**config.mk**
```make
export PLATFORM = sky130hd
export DESIGN_NAME = hazard_ctrl
export DESIGN_NICKNAME = d
export VERILOG_FILES = /design/src/rtl/pipe_ctrl_pkg.sv /design/src/rtl/hazard_perf_cnt.sv /design/src/rtl/hazard_ctrl.sv
export SDC_FILE = /design/constraint.sdc
export NUM_CORES = 1
export LEC_CHECK = 0
export ABC_AREA = 1
export CORE_MARGIN = 8
export CORE_UTILIZATION = 53
export DETAILED_ROUTE_END_ITERATION = 6
export PLACE_DENSITY = 0.95
export SETUP_SLACK_MARGIN = 0.15
export SYNTH_ARGS = -nofsm -noshare
export SYNTH_HDL_FRONTEND = slang
export SYNTH_SLANG_ARGS = --single-unit
```
**constraint.sdc**
```tcl
create_clock -name clk -period 2.4 [get_ports clk]
set_input_delay 0.48 -clock clk [delete_from_list [all_inputs] [get_ports clk]]
set_output_delay 0.48 -clock clk [all_outputs]
set_load 0.03 [all_outputs]
```
**src/rtl/pipe_ctrl_pkg.sv**
```systemverilog
// Shared definitions for the pipeline-control slice.
//   state_t     : hazard controller FSM states (RUN, REDIRECT)
//   NOP_INSTR   : encoding loaded into IF/ID on a flush (addi x0, x0, 0)
//   XLEN_DEF    : default address/PC width
//   REG_ADDR_W_DEF : default register-index width
//   CNT_W_DEF   : default performance-counter width
package pipe_ctrl_pkg;

  typedef enum logic [0:0] {
    RUN      = 1'b0,
    REDIRECT = 1'b1
  } state_t;

  localparam logic [31:0] NOP_INSTR      = 32'h0000_0013;
  localparam int          XLEN_DEF       = 32;
  localparam int          REG_ADDR_W_DEF = 5;
  localparam int          CNT_W_DEF      = 32;

endpackage

```
**src/rtl/hazard_perf_cnt.sv**
```systemverilog
// Enable-driven performance counter that wraps modulo 2^W.
// Ports:
//   clk   : core clock
//   rst_n : synchronous active-low reset, clears the count
//   en    : count this cycle
//   cnt   : current count
module hazard_perf_cnt #(
  parameter int W = 32
) (
  input  logic         clk,
  input  logic         rst_n,
  input  logic         en,
  output logic [W-1:0] cnt
);

  always_ff @(posedge clk) begin
    if (!rst_n) begin
      cnt <= '0;
    end else if (en) begin
      // Natural overflow gives the wrap; no saturation.
      cnt <= cnt + {{(W-1){1'b0}}, 1'b1};
    end
  end

endmodule

```
**src/rtl/hazard_ctrl.sv**
```systemverilog
// Central pipeline-control block for the 5-stage core.
// Drives stall/flush for PC, IF/ID, ID/EX, EX/MEM and MEM/WB, detects
// load-use hazards, sequences taken-branch redirects to fetch and freezes
// the pipeline while data memory is busy. Keeps stall and redirect counters.
//
// Ports:
//   clk, rst_n            : clock, synchronous active-low reset
//   id_rs1/id_rs2         : source registers of the ID instruction
//   id_use_rs1/id_use_rs2 : ID instruction actually reads that source
//   ex_mem_read, ex_rd    : EX instruction is a load, and its destination
//   ex_branch_taken       : one-cycle pulse, EX branch resolved taken
//   ex_branch_target      : target for that branch
//   dmem_busy             : data memory not done this cycle (freeze)
//   redirect_ready        : fetch accepts the redirect this cycle
//   redirect_valid/pc     : redirect request and target to fetch
//   pc_stall .. mem_wb_flush : per-register stall/flush controls
//   stall_cnt             : cycles with pc_stall=1
//   redirect_cnt          : redirects accepted
//   state_dbg             : current FSM state (0=RUN, 1=REDIRECT)
//
// Redirect handshake: a redirect transfers on any cycle where
// redirect_valid and redirect_ready are both 1. Once redirect_valid rises
// it stays high, with redirect_pc stable, until that transfer happens
// (the only exception is reset). redirect_pc is 0 while redirect_valid=0.
module hazard_ctrl
  import pipe_ctrl_pkg::*;
#(
  parameter int XLEN       = XLEN_DEF,
  parameter int REG_ADDR_W = REG_ADDR_W_DEF,
  parameter int CNT_W      = CNT_W_DEF
) (
  input  logic                  clk,
  input  logic                  rst_n,
  input  logic [REG_ADDR_W-1:0] id_rs1,
  input  logic [REG_ADDR_W-1:0] id_rs2,
  input  logic                  id_use_rs1,
  input  logic                  id_use_rs2,
  input  logic                  ex_mem_read,
  input  logic [REG_ADDR_W-1:0] ex_rd,
  input  logic                  ex_branch_taken,
  input  logic [XLEN-1:0]       ex_branch_target,
  input  logic                  dmem_busy,
  input  logic                  redirect_ready,
  output logic                  redirect_valid,
  output logic [XLEN-1:0]       redirect_pc,
  output logic                  pc_stall,
  output logic                  if_id_stall,
  output logic                  if_id_flush,
  output logic                  id_ex_stall,
  output logic                  id_ex_flush,
  output logic                  ex_mem_stall,
  output logic                  mem_wb_flush,
  output logic [CNT_W-1:0]      stall_cnt,
  output logic [CNT_W-1:0]      redirect_cnt,
  output logic                  state_dbg
);

  state_t          state;
  logic [XLEN-1:0] pend_target;

  logic freeze;
  logic load_use;
  logic redirect_fire;

  assign freeze = dmem_busy;

  // A load into x0 never creates a real dependency.
  assign load_use = ex_mem_read && (ex_rd != '0) &&
                    ((id_use_rs1 && (id_rs1 == ex_rd)) ||
                     (id_use_rs2 && (id_rs2 == ex_rd)));

  assign redirect_fire = redirect_valid && redirect_ready;
  assign state_dbg     = state;

  // Control outputs. Priority: freeze > redirect > load-use.
  always_comb begin
    redirect_valid = 1'b0;
    redirect_pc    = '0;
    pc_stall       = 1'b0;
    if_id_stall    = 1'b0;
    if_id_flush    = 1'b0;
    id_ex_stall    = 1'b0;
    id_ex_flush    = 1'b0;
    ex_mem_stall   = 1'b0;
    mem_wb_flush   = 1'b0;

    if (freeze) begin
      // Hold everything upstream of MEM; MEM/WB gets a bubble so the
      // stalled memory op does not retire twice.
      pc_stall     = 1'b1;
      if_id_stall  = 1'b1;
      id_ex_stall  = 1'b1;
      ex_mem_stall = 1'b1;
      mem_wb_flush = 1'b1;
    end

    if (state == REDIRECT) begin
      // Keep presenting the pending redirect even while frozen; fetch
      // gives the redirect priority over pc_stall.
      redirect_valid = 1'b1;
      redirect_pc    = pend_target;
      if (!freeze) begin
        if_id_flush = 1'b1;
        id_ex_flush = 1'b1;
      end
    end else if (!freeze && ex_branch_taken) begin
      redirect_valid = 1'b1;
      redirect_pc    = ex_branch_target;
      if_id_flush    = 1'b1;
      id_ex_flush    = 1'b1;
    end else if (!freeze && load_use) begin
      // One bubble: the load moves to MEM next cycle so the hazard clears.
      pc_stall    = 1'b1;
      if_id_stall = 1'b1;
      id_ex_flush = 1'b1;
    end
  end

  always_ff @(posedge clk) begin
    if (!rst_n) begin
      state       <= RUN;
      pend_target <= '0;
    end else begin
      case (state)
        RUN: begin
          // A branch under freeze is not presented this cycle; park it.
          if (ex_branch_taken && (freeze || !redirect_ready)) begin
            pend_target <= ex_branch_target;
            state       <= REDIRECT;
          end
        end
        REDIRECT: begin
          if (redirect_ready) begin
            state <= RUN;
          end
        end
        default: state <= RUN;
      endcase
    end
  end

  hazard_perf_cnt #(.W(CNT_W)) u_stall_cnt (
    .clk   (clk),
    .rst_n (rst_n),
    .en    (pc_stall),
    .cnt   (stall_cnt)
  );

  hazard_perf_cnt #(.W(CNT_W)) u_redirect_cnt (
    .clk   (clk),
    .rst_n (rst_n),
    .en    (redirect_fire),
    .cnt   (redirect_cnt)
  );

endmodule

```
======== Word level (Yosys, flattened, before mapping) ========
Index checks and enable logic that the tools add are counted.
word-level totals
  register bits ........................... 97
  input port bits ......................... 55
  output and inout port bits .............. 105
  logic and storage cells ................. 39
cells by class
  add/subtract/negate cells ............... 2
  equal/unequal tests ..................... 2
  muxes and demuxes ....................... 16
  bitwise logic cells ..................... 1
  reduce and logical (&&, ||, !) cells .... 14
operators with widths
  cell                                            count
  adder 32 x 1 -> 32 bit (second input constant)  2
  2-to-1 mux 32 bit                               2
  2-to-1 mux 1 bit                                13
  == test 5 bit                                   2
  logical AND 1 bit                               8
  nonzero test 5 bit                              1
  logical NOT 1 bit                               2
  logical OR 1 bit                                2
  one-hot mux 1 bit (2 select lines)              1
  AND reduction 2 bit                             1
  inverter 1 bit                                  1

======== Longest topological paths before layout ========
Gate-level depths: netlist of run 1.
  word-level depth ........................ 8
  mapped depth ............................ 11
  gate-level depth less buffers ........... 11

======== By module ========
Synthesis of run 1 repeated with hierarchy kept, for this count alone.
unflattened totals
  cell total of the unflattened synthesis .. 779
  area total of the unflattened synthesis .. 5,347.6 um^2
modules (own cells, without submodules)
  module           times used  cells an instance  area each (um^2)
  hazard_perf_cnt  2           260                1,750.4
  hazard_ctrl      1           259                1,846.8

======== Worst setup path after synthesis of run 1 ========
No wires, ideal clock.
  path kind ............................... register to output
  from .................................... reg state (netlist: state_dbg)
  to ...................................... out redirect_pc[11]
  arrival time ............................ 1.517 ns
  required time ........................... 1.920 ns
  slack ................................... 0.403 ns
  cell stages (with the launch flop) ...... 7
  path buffers ............................ 2
  path through ............................ dfxtp_1 buf_2 inv_2 nand2_1 inv_1 clkbuf_1 a32o_1
on the way
  longest elaborated chain between the ends .. 1
ends and longest elaborated chain
  item                    RTL line            source
  from (decl)             hazard_ctrl.sv:58   state_t state;
  from (signal assigned)  hazard_ctrl.sv:121  state <= RUN;
  from (signal assigned)  hazard_ctrl.sv:129  state <= REDIRECT;
  from (signal assigned)  hazard_ctrl.sv:134  state <= RUN;
  2-to-1 mux 32 bit       hazard_ctrl.sv:97   if (state == REDIRECT) begin
  to (decl)               hazard_ctrl.sv:45   output logic [XLEN-1:0] redirect_pc,
No other way between the ends.

======== Worst setup path in the final report of run 1 ========
  from .................................... in dmem_busy
  to ...................................... out redirect_pc[26]
on the way
  longest elaborated chain between the ends .. 4
ends and longest elaborated chain
  item               RTL line            source
  from (decl)        hazard_ctrl.sv:42   input logic dmem_busy,
  logical NOT 1 bit  hazard_ctrl.sv:106  end else if (!freeze && ex_branch_taken) begin
  logical AND 1 bit  hazard_ctrl.sv:106
  2-to-1 mux 32 bit  hazard_ctrl.sv:106
  2-to-1 mux 32 bit  hazard_ctrl.sv:97
No other way between the ends.

==> flow_summary.toml, run 1 <==
[setup_path]
cp-end-kind = "output port"
crit_type = "primary input to output port"
crit_fanout = 54
r2r_end = "u_stall_cnt.cnt[16]"
r2r-start = "u_stall_cnt.cnt[0]"
cpPeakStageDelay_ns = 0.37
crit_slowest_cell = "dlygate4sd2_1"
path_delay_family = "buffers and inverters"
r2r_setup_slack_ns = 0.64
start_kind = "primary input"
path_cells = "dlygate4sd2_1 > inv_2 > buf_12 > a32o_1 > buf_4"
crit_required_ns = 1.92
reg2reg_depth = 8
worst-path-buf-inv = 4
arrival_ns = 1.65

[sta]
fin_crit_ns = 2.13
worst-slew-pin-transition_ns = 0.443
relSlewSlack_pct = 70.5
hold_viol_final = 0
fmax_mhz = 469
fin_crit_sh_pct = 88.8
tns_ns = 0
fin_skew_ns = 0.00882
finalSetupViolCount = 0
rsz0062_at_grt = "no"
maxSlewViolCount = 0

[synth]
synth_area_leaders = "dfxtp_1 32%, nand2_1 13%, nor2_1 9.4%, a32o_1 5.3%, nand3_1 4.7%"
ys.flop_type = "dfxtp_1"
syn_nets = 949
synth_top_area_share_pct = 32.3
avgSynthCellArea_um2 = 6.74
yosys-top-cells-count = "212 x nand2_1, 151 x nor2_1, 97 x dfxtp_1"
ys_ff_latch = 97
ys.warnings.count = 0
synth_area_um2 = 6010
async_flop_share_pct = 0
ys_types = 35
synth_area_leader_cell = "dfxtp_1"
yosysSeqAreaShare_pct = 32.3
synth_edf_count = 0
yosysMostFrequentCell = "nand2_1"
synthCells = 892

[grt]
grt_pass1_wl_mm = 29.0
grtUsageMet2_pct = 38.9
antenna_found_initial = 1
met3_usage_pct = 5.38
grt_pass1_vias = 6157
grtUsageTotal_pct = 23.4
grt_util_met1_pct = 28.7
grt_overflow_total = 0
grt_max_degree = 55
grt_busiest_layer = "met2"

[hold_path]
whs_path_depth = 2
hold_start = "u_redirect_cnt.cnt[13]"
hold_path.class = "flip-flop to flip-flop"
whs_endpoint = "u_redirect_cnt.cnt[13]"

[final_layout]
fin_area_um2 = 7930
register_area_um2 = 1940
drive_gt1_share_pct = 18.3
fillers = 907
nNetsFinal = 1095
final_cells = 1187
postLayoutCoreUtil_pct = 70.6
syn2layout_area_growth_pct = 31.9
multi_input_area_um2 = 3580

[clock_network]
cts_tree = "yes"
clk_latency_ns = 0.34
clkTransAtPathRegs_ns = 0.07
cts_hold_buf = 0
ctsLongestPathBuffers = 2
root_buffer = "clkbuf_16"
htree_levels = 3
cts_buffers = 9
cts_sinks = 97

[placement]
hpwl_mm = 13.5
gp_congestion = 0.942
placed_area_um2 = 7610
portBuffers = 159
dp_cells = 1169

[power]
ir_drop_mv = 0.337
leakagePower_uw = 0.00299
power_density_nw_per_um2 = 463

[routing]
vias = 6469
antenna_left = 0
drc = 0
drt_pass1_iterations = 5
wirelength_mm = 17.6
drt_iter0_drc = 510
routedWlPerCell_um = 14.9
routed_via_density = 5.45

[floorplanning]
die_y_um = 122
core_area_um2 = 11200
ios = 160
dieArea_um2 = 15000
rows = 39
initial_core_util_pct = 53.5
die_width_um = 122

[status]
status = "finished, final reports clean"

[run]
cap_viol_max_count = 0
[metal layers]
metal	vias to the layer above	routed length [µm]
li1	3220	-
met2	291	8250
met5	-	0
met1	2921	7440
met4	0	435
met3	37	1520
[how the worst max path moves through the flow]
stage,slack (ns),endpoint,cells past startpoint,from
2_1_floorplan,0.40,redirect_pc[11],6,state_dbg
3_3_place_gp,0.05,redirect_pc[30],5,dmem_busy
3_5_place_dp,-0.01,if_id_stall,10,ex_rd[3]
4_1_cts,0.15,id_ex_flush,10,id_rs2[1]
5_1_grt,0.17,if_id_stall,9,id_rs1[0]
6_report,0.27,redirect_pc[26],5,dmem_busy
[per-stage QoR]
stage	worst slack, ns	hold slack (ns)	total power [µW]
after floorplan	0.403	0.466	2090
after global placement	0.0546	0.468	2330
after detailed placement	-0.0135	0.475	2350
after CTS	0.152	0.491	3700
after global routing	0.168	0.516	3810
final	0.270	0.491	3670
[repair_timing]
item                                   CTS  global route
setup endpoints to repair               38             3
setup buffers                            1             0
endpoints found under the hold margin    0             0
gates resized for setup                 22             6
pin swaps                                9             5
[final cells by class]
cell class	instances	share of cell area (%)
timing repair buffer	177	21.0
antenna	1	0.0316
tap	143	2.26
clock inverter	7	0.695
clock buffer	9	2.84
multi-input combinational	680	45.2
inverter	73	3.46
sequential	97	24.5
[tightest hold or removal path, stage by stage, from the launching register on]
cell,delay [ns]
dfxtp_1,0.34
inv_1,0.06
a21oi_1,0.05
[registers in the layout, summed over array words and instances, names as in the netlist]
| name | count |
|---|---|
| u_stall_cnt.cnt | 32 |
| state_dbg | 1 |
| pend_target | 32 |
| u_redirect_cnt.cnt | 32 |
[cell families after synthesis]
group,Yosys count,synth area share [%]
simple gates,526,40.3
flops,97,32.3
compound gates,134,15.8
xor+xnor,18,2.62
fa+ha+maj,2,0.416
buf+inv,115,8.45
[placed cells by master (no fill, tap or decap), types with 32 or more instances in the layout]
| master | instances |
|---|---|
| nand2_2 | 37 |
| o21ai_0 | 35 |
| clkdlybuf4s50_1 | 106 |
| nand2_1 | 211 |
| buf_4 | 49 |
| inv_1 | 57 |
| a21oi_2 | 32 |
| dfxtp_1 | 96 |
| a32o_1 | 32 |
| nand3_1 | 55 |
| nor2_1 | 149 |
[report_power, final]
part | internal [µW] | total [µW] | switching, µW
combinational | 249 | 613 | 364
clock | 710 | 1360 | 647
sequential | 1660 | 1700 | 40.1
(Power assumes the default switching activity.)
==> run 2: changes to the inputs <==
- CORE_UTILIZATION: 53 -> 51
- SYNTH_HIERARCHICAL: unset -> 1
==> flow_summary.toml, run 2 <==
[status]
status = "finished, final reports clean"

[placement]
dp_cells = 1062
portBuffers = 159
hpwl_mm = 11.3
gp_congestion = 0.848
place_ws_ns = -0.201

[routing]
drt_iter0_drc = 480
routed_via_density = 5.21
drc = 0
routedWlPerCell_um = 13.9
antenna_left = 0
vias = 5618
drt_pass1_iterations = 4
wirelength_mm = 15.0

[setup_path]
crit_type = "primary input to output port"
arrival_ns = 1.72
crit_required_ns = 1.92
reg2reg_depth = 10
cp-end-kind = "output port"
path_delay_family = "buffers and inverters"
cpPeakStageDelay_ns = 0.51
cp_num_cells = 6
crit_fanout = 23
worst-path-buf-inv = 4
crit_slowest_cell = "clkdlybuf4s50_1"
path_cells = "clkdlybuf4s50_1 > inv_2 > nor2_8 > buf_12 > a32o_1 > buf_4"
start_kind = "primary input"

[synth]
syn_nets = 836
ys_ff_latch = 97
synth_area_leader_cell = "dfxtp_1"
yosysSeqAreaShare_pct = 36.3
synth_top_area_share_pct = 36.3
synth_area_leaders = "dfxtp_1 36%, nor2_1 12%, nand2_1 11%, a32o_1 6.0%, inv_1 5.1%"
ys.warnings.count = 6
synth_area_um2 = 5350
avgSynthCellArea_um2 = 6.86
ys.flop_type = "dfxtp_1"
synth_edf_count = 0
yosys-top-cells-count = "165 x nor2_1, 153 x nand2_1, 97 x dfxtp_1"
async_flop_share_pct = 0
synthCells = 779
yosysMostFrequentCell = "nor2_1"
ys_types = 33

[clock_network]
clk_latency_ns = 0.36
cts_buffers = 9
root_buffer = "clkbuf_8"
cts_tree = "yes"
ctsLongestPathBuffers = 2
clkTransAtPathRegs_ns = 0.10
cts_sinks = 97
cts_hold_buf = 0
htree_levels = 3

[grt]
grt_overflow_total = 0
grt_pass1_vias = 5453
grtUsageTotal_pct = 20.9
antenna_found_initial = 0
grt_pass1_wl_mm = 25.2
grt_max_degree = 40

[hold_path]
whs_path_depth = 3
hold_path.class = "primary input to flip-flop"

[run]
cap_viol_max_count = 0

[final_layout]
register_area_um2 = 1940
final_cells = 1079
top_regs = "pend_target x32, u_redirect_cnt/cnt x32, u_stall_cnt/cnt x32"
multi_input_area_um2 = 2930
n_antenna_cell = 0
syn2layout_area_growth_pct = 35.7
layout.cells.most_common = "nor2_1"
drive_gt1_share_pct = 15.3
layout_common_cells = "165 x nor2_1, 151 x nand2_1, 105 x clkdlybuf4s50_1"
nNetsFinal = 995
fillers = 839

[floorplanning]
rows = 37
core_area_um2 = 10300
die_width_um = 118
die_y_um = 118
initial_core_util_pct = 52.0
dieArea_um2 = 14000
ios = 160

[power]
fin_total_pwr_uw = 3530
ir_drop_mv = 0.337
leakagePower_uw = 0.00304
power_density_nw_per_um2 = 486

[sta]
worst-slew-pin-transition_ns = 0.426
fin_skew_ns = 0.00977
maxSlewViolCount = 0
fin_crit_sh_pct = 91.6
fin_crit_ns = 2.20
fmax_mhz = 455
setup_ws_ns = 0.201
hold_viol_final = 0
relSlewSlack_pct = 71.6
rsz0062_at_grt = "no"
finalSetupViolCount = 0
-- run 2: cell count changes after synthesis, moves of 13 or more --
cell,change
nand2_2,-22
a21oi_2,-31
xor2_1,-13
nor3_1,-20
nand2_1,-59
a21oi_1,+16
inv_1,+13
nor2_1,+14
clkbuf_1,-14
-- run 2: final cells by class --
class / instances / area share (%)
clock buffer: 11 / 2.09
clock inverter: 5 / 1.17
inverter: 83 / 4.38
multi-input combinational: 570 / 40.4
sequential: 97 / 26.8
tap: 136 / 2.34
timing repair buffer: 177 / 22.9
-- run 2: report_power, final --
part	switching, µW	internal [µW]
sequential	36.7	1660
combinational	334	249
clock	597	652
total	968	2560
-- run 2: kinds of logic after synthesis --
logic type / share of synthesized area, %
buffers and inverters: 9.27
adder cells (fa/ha/maj): 0.468
AND/OR/NAND/NOR: 37.4
flip-flops: 36.3
AO/OA/AOI/OAI: 15.6
XOR/XNOR: 0.983
-- run 2: metrics by stage --
step	cell area (µm²)	hold WS (ns)	util, %	setup TNS [ns]
after floorplan	5350	0.455	-	0
after global placement	6980	0.469	67.9	-1.79
after CTS	7220	0.405	70.3	0
final	7260	0.430	70.6	0
after global routing	7260	0.426	70.6	0
after detailed placement	6980	0.476	67.9	-3.04
-- run 2: routing by layer --
| metal | track usage (%) | wire length, µm | vias up |
|---|---|---|---|
| met5 | 0 | 0 | - |
| met4 | 5.77 | 173 | 0 |
| met3 | 6.95 | 1120 | 18 |
| met2 | 36.1 | 7230 | 185 |
| met1 | 24.4 | 6510 | 2558 |
| li1 | - | - | 2857 |
-- run 2: tightest hold or removal path, delay by kind of cell --
kind / cells / cell delay, ns
AND/OR/NAND/NOR: 2 / 0.11
buffers and inverters: 1 / 0.17
-- run 2: what timing repair did --
item,4_1_cts,5_1_grt
gates resized for setup,14,10
setup buffers,1,0
endpoints found under the hold margin,0,0
pin swaps,5,5
setup endpoints to repair,36,13
-- run 2: worst paths after layout --
check	start	slack [ns]	to
worst max register to register	state_dbg	0.58	u_redirect_cnt/cnt[24]
worst min-delay path	rst_n	0.43	u_redirect_cnt/cnt[29]
worst min register to register	pend_target[28]	0.50	pend_target[28]
worst max-delay path	ex_branch_taken	0.20	redirect_pc[29]
